[config.mk]
export PLATFORM = sky130hd
export DESIGN_NAME = xosera_bus_bridge
export DESIGN_NICKNAME = d
export VERILOG_FILES = /design/src/rtl/xosera_bus_bridge.sv
export SDC_FILE = /design/constraint.sdc
export NUM_CORES = 1
export LEC_CHECK = 0
export CORE_ASPECT_RATIO = 0.7
export CORE_MARGIN = 5
export CORE_UTILIZATION = 42
export DETAILED_ROUTE_END_ITERATION = 8
export GPL_ROUTABILITY_DRIVEN = 0
export GPL_TIMING_DRIVEN = 0
export PLACE_DENSITY = 0.77
export SYNTH_ARGS = -nofsm -noshare
export SYNTH_HDL_FRONTEND = slang
export SYNTH_SLANG_ARGS = --single-unit
[constraint.sdc]
create_clock -name clk -period 1.7 [get_ports clk]
set_input_delay 0.255 -clock clk [delete_from_list [all_inputs] [get_ports clk]]
set_output_delay 0.255 -clock clk [all_outputs]
set_load 0.03 [all_outputs]
[src/rtl/xosera_bus_bridge.sv]
// Bridges a 16-bit request/acknowledge register port onto the 8-bit strobed Xosera bus.
// Each word access becomes two byte cycles (even then odd); also holds a sticky interrupt flag.
module xosera_bus_bridge #(
    parameter int STROBE_CYCLES = 2,
    parameter int HOLD_CYCLES   = 1
) (
    input  logic        clk,
    input  logic        reset_n_i,
    input  logic        req_i,
    output logic        ready_o,
    input  logic        we_i,
    input  logic        byte_mode_i,
    input  logic [3:0]  reg_num_i,
    input  logic [15:0] wdata_i,
    output logic [15:0] rdata_o,
    output logic        ack_o,
    input  logic        irq_clr_i,
    output logic        irq_o,
    output logic        bus_cs_n_o,
    output logic        bus_rd_nwr_o,
    output logic [3:0]  bus_reg_num_o,
    output logic        bus_bytesel_o,
    output logic [7:0]  bus_data_o,
    input  logic [7:0]  bus_data_i,
    input  logic        bus_intr_i
);

    localparam logic [2:0] ST_IDLE   = 3'd0;
    localparam logic [2:0] ST_SETUP  = 3'd1;
    localparam logic [2:0] ST_STROBE = 3'd2;
    localparam logic [2:0] ST_HOLD   = 3'd3;
    localparam logic [2:0] ST_DONE   = 3'd4;

    // Phase counter counts 0..N-1 inside STROBE and HOLD (legal N is 1..15).
    localparam logic [3:0] STROBE_LAST = 4'(STROBE_CYCLES - 1);
    localparam logic [3:0] HOLD_LAST   = 4'(HOLD_CYCLES - 1);

    logic [2:0] state;
    logic [3:0] phase;
    logic       byte_idx;
    logic       lat_byte_mode;
    logic [7:0] wdata_lo;
    logic       intr_s;
    logic       intr_h;

    assign ready_o = (state == ST_IDLE) && reset_n_i;

    // Bus address/data/direction only change on the edge that enters SETUP,
    // so they are settled a full cycle before cs_n falls and through HOLD.
    always_ff @(posedge clk) begin
        if (!reset_n_i) begin
            state         <= ST_IDLE;
            phase         <= 4'd0;
            byte_idx      <= 1'b0;
            lat_byte_mode <= 1'b0;
            wdata_lo      <= 8'h00;
            rdata_o       <= 16'h0000;
            ack_o         <= 1'b0;
            bus_cs_n_o    <= 1'b1;
            bus_rd_nwr_o  <= 1'b1;
            bus_reg_num_o <= 4'd0;
            bus_bytesel_o <= 1'b0;
            bus_data_o    <= 8'h00;
        end else begin
            ack_o <= 1'b0;
            case (state)
                ST_IDLE: begin
                    if (req_i) begin
                        lat_byte_mode <= byte_mode_i;
                        wdata_lo      <= wdata_i[7:0];
                        byte_idx      <= byte_mode_i;
                        bus_reg_num_o <= reg_num_i;
                        bus_rd_nwr_o  <= ~we_i;
                        bus_bytesel_o <= byte_mode_i;
                        bus_data_o    <= byte_mode_i ? wdata_i[7:0] : wdata_i[15:8];
                        state         <= ST_SETUP;
                    end
                end
                ST_SETUP: begin
                    bus_cs_n_o <= 1'b0;
                    phase      <= 4'd0;
                    state      <= ST_STROBE;
                end
                ST_STROBE: begin
                    if (phase == STROBE_LAST) begin
                        bus_cs_n_o <= 1'b1;
                        phase      <= 4'd0;
                        state      <= ST_HOLD;
                        if (bus_rd_nwr_o) begin
                            if (lat_byte_mode) begin
                                rdata_o <= {8'h00, bus_data_i};
                            end else if (byte_idx) begin
                                rdata_o[7:0] <= bus_data_i;
                            end else begin
                                rdata_o[15:8] <= bus_data_i;
                            end
                        end
                    end else begin
                        phase <= phase + 4'd1;
                    end
                end
                ST_HOLD: begin
                    if (phase == HOLD_LAST) begin
                        phase <= 4'd0;
                        // byte_idx starts at 1 in byte mode, so this only loops for words.
                        if (!byte_idx) begin
                            byte_idx      <= 1'b1;
                            bus_bytesel_o <= 1'b1;
                            bus_data_o    <= wdata_lo;
                            state         <= ST_SETUP;
                        end else begin
                            ack_o <= 1'b1;
                            state <= ST_DONE;
                        end
                    end else begin
                        phase <= phase + 4'd1;
                    end
                end
                ST_DONE: begin
                    state <= ST_IDLE;
                end
                default: begin
                    state <= ST_IDLE;
                end
            endcase
        end
    end

    // Interrupt: one input register plus one history register; a new rising
    // edge beats a simultaneous clear.
    always_ff @(posedge clk) begin
        if (!reset_n_i) begin
            intr_s <= 1'b0;
            intr_h <= 1'b0;
            irq_o  <= 1'b0;
        end else begin
            intr_s <= bus_intr_i;
            intr_h <= intr_s;
            if (intr_s && !intr_h) begin
                irq_o <= 1'b1;
            end else if (irq_clr_i) begin
                irq_o <= 1'b0;
            end
        end
    end

endmodule
# After elaboration in Yosys (flattened, before gate mapping)
# Index checks and enable logic that the tools add are counted.
[totals]
in_bits = 35
ff_bits = 52
[classes]
n_eq_ne = 9
addsub = 1
muxes = 27
reduce_logical = 18
bitwise_logic = 1
[op_table]
columns = ["cell", "n"]
rows = [
  ["8-bit 2-to-1 mux", 6],
  ["16-bit 2-to-1 mux", 1],
  ["8-bit case mux with 2 select lines", 1],
  ["3-bit 2-to-1 mux", 4],
  ["3-bit case mux with 4 select lines", 1],
  ["4-bit case mux with 3 select lines", 1],
  ["4-bit AND reduction", 3],
  ["3-bit AND reduction", 3],
  ["1-bit 2-to-1 mux", 8],
  ["4-bit 2-to-1 mux", 2],
  ["2-bit != test, second input constant", 4],
  ["2-bit nonzero test", 4],
  ["3-bit by 2-bit equality test with 1-bit output, second input constant", 2],
  ["1-bit case mux with 2 select lines", 3],
  ["4-bit by 1-bit adder with 4-bit output, second input constant", 1],
  ["4-bit by 1-bit equality test with 1-bit output, second input constant", 1],
  ["4-bit zero test", 1],
  ["2-bit AND reduction", 2],
  ["3-bit by 1-bit equality test with 1-bit output, second input constant", 1],
  ["3-bit zero test", 1],
  ["3-bit nonzero test", 1],
  ["1-bit logical AND", 2],
  ["2-bit by 1-bit != test with 1-bit output, second input constant", 1],
  ["1-bit zero test", 1],
  ["1-bit NOT", 1],
]

# Depth between registers and ports, before layout
# Gate-level depths: netlist of the first run.
[depth]
ltp_word = 3
ltp_mapped = 7
depth_no_buf = 6

# Least setup slack after synthesis of the first run
# Ideal clock, no wire load.
[synth_timing]
path_type = "input port to output port"
start = "input port reset_n_i"
end = "output port ready_o"
arrival_ns = 1.427
setup_slack_ns = 0.018
path_stages = 3
t_required_ns = 1.445
path_cell_list = "inv_1 clkbuf_1 nor4_1"
[synth_via]
elab_chain_len = 1
[synth_rtl]
columns = ["item", "line", "text"]
rows = [
  ["from (decl)", "8", "input logic reset_n_i,"],
  ["1-bit logical AND", "46", "assign ready_o = (state == ST_IDLE) && reset_n_i;"],
  ["to (decl)", "10", "output logic ready_o,"],
]
# No other way between the ends.

# Worst setup path after layout of the first run
[layout_timing]
start = "register phase[3]"
end = "register rdata_o[9]"
[layout_via]
elab_chain_len = 2
[layout_rtl]
columns = ["item", "line", "text"]
rows = [
  ["from (decl)", "39", "logic [3:0] phase;"],
  ["from (signal assigned)", "99", "phase <= phase + 4'd1;"],
  ["from (signal assigned)", "116", "phase <= phase + 4'd1;"],
  ["4-bit by 1-bit equality test with 1-bit output", "85", "if (phase == STROBE_LAST) begin"],
  ["4-bit AND reduction (no line)", "n/a", ""],
  ["to (signal assigned)", "91", "rdata_o <= {8'h00, bus_data_i};"],
  ["to (signal assigned)", "95", "rdata_o[15:8] <= bus_data_i;"],
  ["to (decl)", "15", "output logic [15:0] rdata_o,"],
]
# No other way between the ends.
# A chain may end at the register's enable or synchronous reset.

==> summary.txt, run 1 <==
Pwr
  – Pwr dens: around 940 mW/mm^2
  – P_int: 2.02 mW
  – Comb power frac: 0.279
  – Reg power frac: 0.469
  – Sw Share: 0.312
  – VDD IR max: between 0.5 and 0.6 mV
  – Sw power: 0.917 mW
  – LEAKAGE: between 1 and 1.5 nW
  – Clock power frac: 0.252

Worst setup path
  – Worst setup SP type: register
  – FF-to-FF End: rdata_o[9]
  – Data arrival time of the critical path: 1.85 ns
  – Crit-path max FO: 8
  – Critical Path End Type: register
  – Worst r2r path cells: 4
  – Reg2reg setup slack: 0.06 ns
  – Origin of the critical flop-to-flop path: phase[3]
  – Worst Setup Path Type: reg2reg
  – Worst Path Required: 1.90 ns
  – Crit path launch: phase[3]

Timing
  – Max_slew headroom: 0.540
  – F_max: just over 0.6 GHz
  – Setup TNS: 0 ns
  – Worst-margin pin slew: between 0.6 and 0.7 ns
  – Setup-failing EPs final: 0
  – Post-layout min period: 1.64 ns
  – Final period util: 0.967
  – Skew final: 0.00420 ns
  – RSZ-0062 raised after global routing: no
  – Final hold violation count: 0
  – Final Slew Violations: 0

Floorplanning
  – Die Width: 96.9 microns
  – Die height: 70.8 microns
  – Rows: 22
  – Initial Utilization: 0.429
  – Die area: a little under 0.007 sq mm
  – I/O pins: 69
  – Core ar.: 0.00517 sq mm

GRT
  – Aggregate global-route resource usage: 0.164
  – Met2 Use GR: 0.244
  – M1 GR Usage: 0.222
  – Largest net degree at the start of global routing: 16
  – M3 GR Usage: 0.0591
  – First-pass GRT wire length: 9160 microns
  – Total congestion overflow: 0
  – GRT busiest layer: met2
  – Antenna violations before repair: 0
  – Vias in the first global route: 1920

Logic synthesis
  – Library cells used by synthesis: 37
  – #FFs+latches synth: 52
  – Sequential fraction of the synthesis area: 0.469
  – Synth Cell Area: 0.00222 sq mm
  – Cells after synthesis: between 200 and 250
  – Syn. warnings: 0
  – Mean Syn Cell Area: 9.10 sq um
  – Syn nets: roughly 280

CTS
  – Clk_lat worst skew: 0.30 ns
  – Clock buffer depth: 2
  – Clock net sink count: 52
  – Register clock-pin slew on the reported worst setup and hold paths: 0.09 ns
  – Cts hold-fix bufs: 0
  – Total CTS buffers: 5
  – CTS tree: yes
  – Clock Root Buffer: clkbuf_8
  – H-Tree Depth: 2

Layout
  – Final #Nets: 360
  – Layout cell share with drive strength beyond 1: 0.105
  – Fin area: approximately 0.0031 sq mm
  – Antenna diodes: 0
  – Layout area overhead: 41.2%

Drt
  – Pre-Repair DR Iteration Count: 4
  – Residual DRC: 0
  – DR vias/cell: 5.02
  – Iteration-0 DRC Markers: slightly above 100
  – Vias: 1984
  – Avg WL per Cell: 14.3 microns
  – Routed wire length: 5640 microns
  – Antenna-violating nets left: 0

Min path
  – Hold Path Class: reg2reg
  – Hold depth: 2
  – HP Start: intr_s
  – Hold Path End: intr_h

Placed design
  – Dpl cell area: around 0.0030 sq mm
  – HPWL after DPL: 4130 microns
  – PortBufs: between 60 and 70

Outcome
  – Outcome: complete, no violations

Job
  – Max_cap viols: 0
==> logic make-up (layout without fill, tap and decap cells) <==
kind of cell,Yosys count,in the layout,share of synthesized area
and+or+nand+nor,91,91,0.203
AOI/OAI and AO/OA,55,55,0.172
buffers and inverters,24,103,0.0524
adders and majority gates,3,3,0.0169
muxes,19,19,0.0862
DFF,52,52,0.469
==> worst max-delay path: stages, from the launching register on <==
cell     delay [ns]
dfxtp_1        0.42
nor4_4         0.36
nand3_1        0.19
o21a_2         0.32
a22o_1         0.25
==> stage by stage <==
step / hold WS [ns] / util / worst slack (ns) / std cells / power, mW
5_1_grt: 0.478 / 0.606 / 0.00414 / 395 / 3.07
3_3_place_gp: 0.436 / 0.576 / -0.717 / 383 / 2.18
6_report: 0.456 / 0.606 / 0.0562 / 395 / 2.94
4_1_cts: 0.458 / 0.603 / 0.0134 / 394 / 2.93
2_1_floorplan: 0.381 / - / 0.0177 / 244 / 1.89
3_5_place_dp: 0.444 / 0.576 / -0.711 / 383 / 2.19
==> how the worst max path moves through the flow <==
stage	end	slack, ns	cells past startpoint
2_1_floorplan	ready_o	0.02	3
3_3_place_gp	ready_o	-0.72	5
3_5_place_dp	ready_o	-0.71	5
4_1_cts	bus_rd_nwr_o	0.01	1
5_1_grt	rdata_o[15]	0.004	4
6_report	rdata_o[9]	0.06	4
==> cell usage after synthesis (all sizes together) <==
cell type	n	area [sq um]
nand2	54	219
nand3	10	50.1
and2	3	18.8
ha	3	37.5
mux2	1	11.3
nor3b	2	15.0
nor3	1	5.00
o32a	1	10.0
o211ai	9	67.6
o21ai	11	55.1
a22o	8	70.1
o311a	1	10.0
o2111ai	1	8.76
o22ai	1	6.26
a21oi	16	80.1
a22oi	2	15.0
inv	8	30.0
dfxtp	52	1040
buf	6	48.8
or4b	1	13.8
o21bai	1	7.51
nor2	13	48.8
a2bb2oi	1	8.76
o21a	1	7.51
clkbuf	10	37.5
mux2i	18	180
a311oi	1	8.76
o41ai	1	27.5
nand3b	1	11.3
nor4b	1	8.76
or2	1	6.26
nor2b	1	6.26
nor4	3	48.8
==> flip-flops by register name, indices dropped and copies added, names as in the netlist <==
signal	cells
ack_o	1
state	3
irq_o	1
intr_h	1
bus_rd_nwr_o	1
lat_byte_mode	1
bus_data_o	8
bus_bytesel_o	1
bus_cs_n_o	1
wdata_lo	8
phase	4
bus_reg_num_o	4
byte_idx	1
intr_s	1
rdata_o	16
==> power by group through the flow <==
stage / Combinational, mW / Clock, mW / Sequential (mW)
6_report: 0.818 / 0.740 / 1.38
2_1_floorplan: 0.389 / 0 / 1.50
4_1_cts: 0.807 / 0.741 / 1.38
3_5_place_dp: 0.786 / 0 / 1.40
3_3_place_gp: 0.775 / 0 / 1.40
5_1_grt: 0.883 / 0.799 / 1.39
==> placed cells by master, fill, tap and decap left out, types with 2 or more instances in the layout <==
master | synthesis | final
a21oi_1 | 16 | 16
a22o_1 | 8 | 8
a22oi_1 | 2 | 2
and2_1 | 3 | 3
buf_2 | 3 | 3
buf_4 | 0 | 7
buf_6 | 3 | 2
clkbuf_1 | 10 | 8
clkbuf_4 | 0 | 2
clkbuf_8 | 0 | 6
clkdlybuf4s50_1 | 0 | 64
dfxtp_1 | 52 | 51
ha_1 | 3 | 3
inv_1 | 8 | 7
mux2i_1 | 18 | 18
nand2_1 | 53 | 53
nand3_1 | 10 | 10
nor2_1 | 13 | 13
nor3b_1 | 2 | 2
nor4_4 | 2 | 2
o211ai_1 | 9 | 9
o21ai_0 | 10 | 10
==> per-layer routing <==
| metal | wire (microns) | vias to the layer above |
|---|---|---|
| met5 | 0 | - |
| met4 | 86 | 0 |
| met3 | 354 | 8 |
| met2 | 2360 | 60 |
| met1 | 2840 | 905 |
| li1 | - | 1011 |
==> final cells by class <==
type                            count  area [sq um]
Fill cell                         487          2040
Multi-Input combinational cell    168          1090
Sequential cell                    52          1040
Timing Repair Buffer               73           714
Tap cell                           72          90.1
Clock buffer                        7          86.3
Buffer                             14          78.8
Inverter                            8          30.0
Clock inverter                      1          7.51
==> what timing repair did <==
action | CTS | global route
gates resized for setup | 16 | 4
endpoints found under the setup margin | 35 | 26
pin swaps | 3 | 3
buffers inserted | 4 | 2
No activity file was read; power rests on OpenSTA's default activity.
==> run 2, diff against run 1 <==
CAP_MARGIN = 5   (was not set)
GPL_ROUTABILITY_DRIVEN = not set   (was 0)
==> results of run 2 <==
Same layout as run 1: the final DEF is identical, and so are final timing and power.
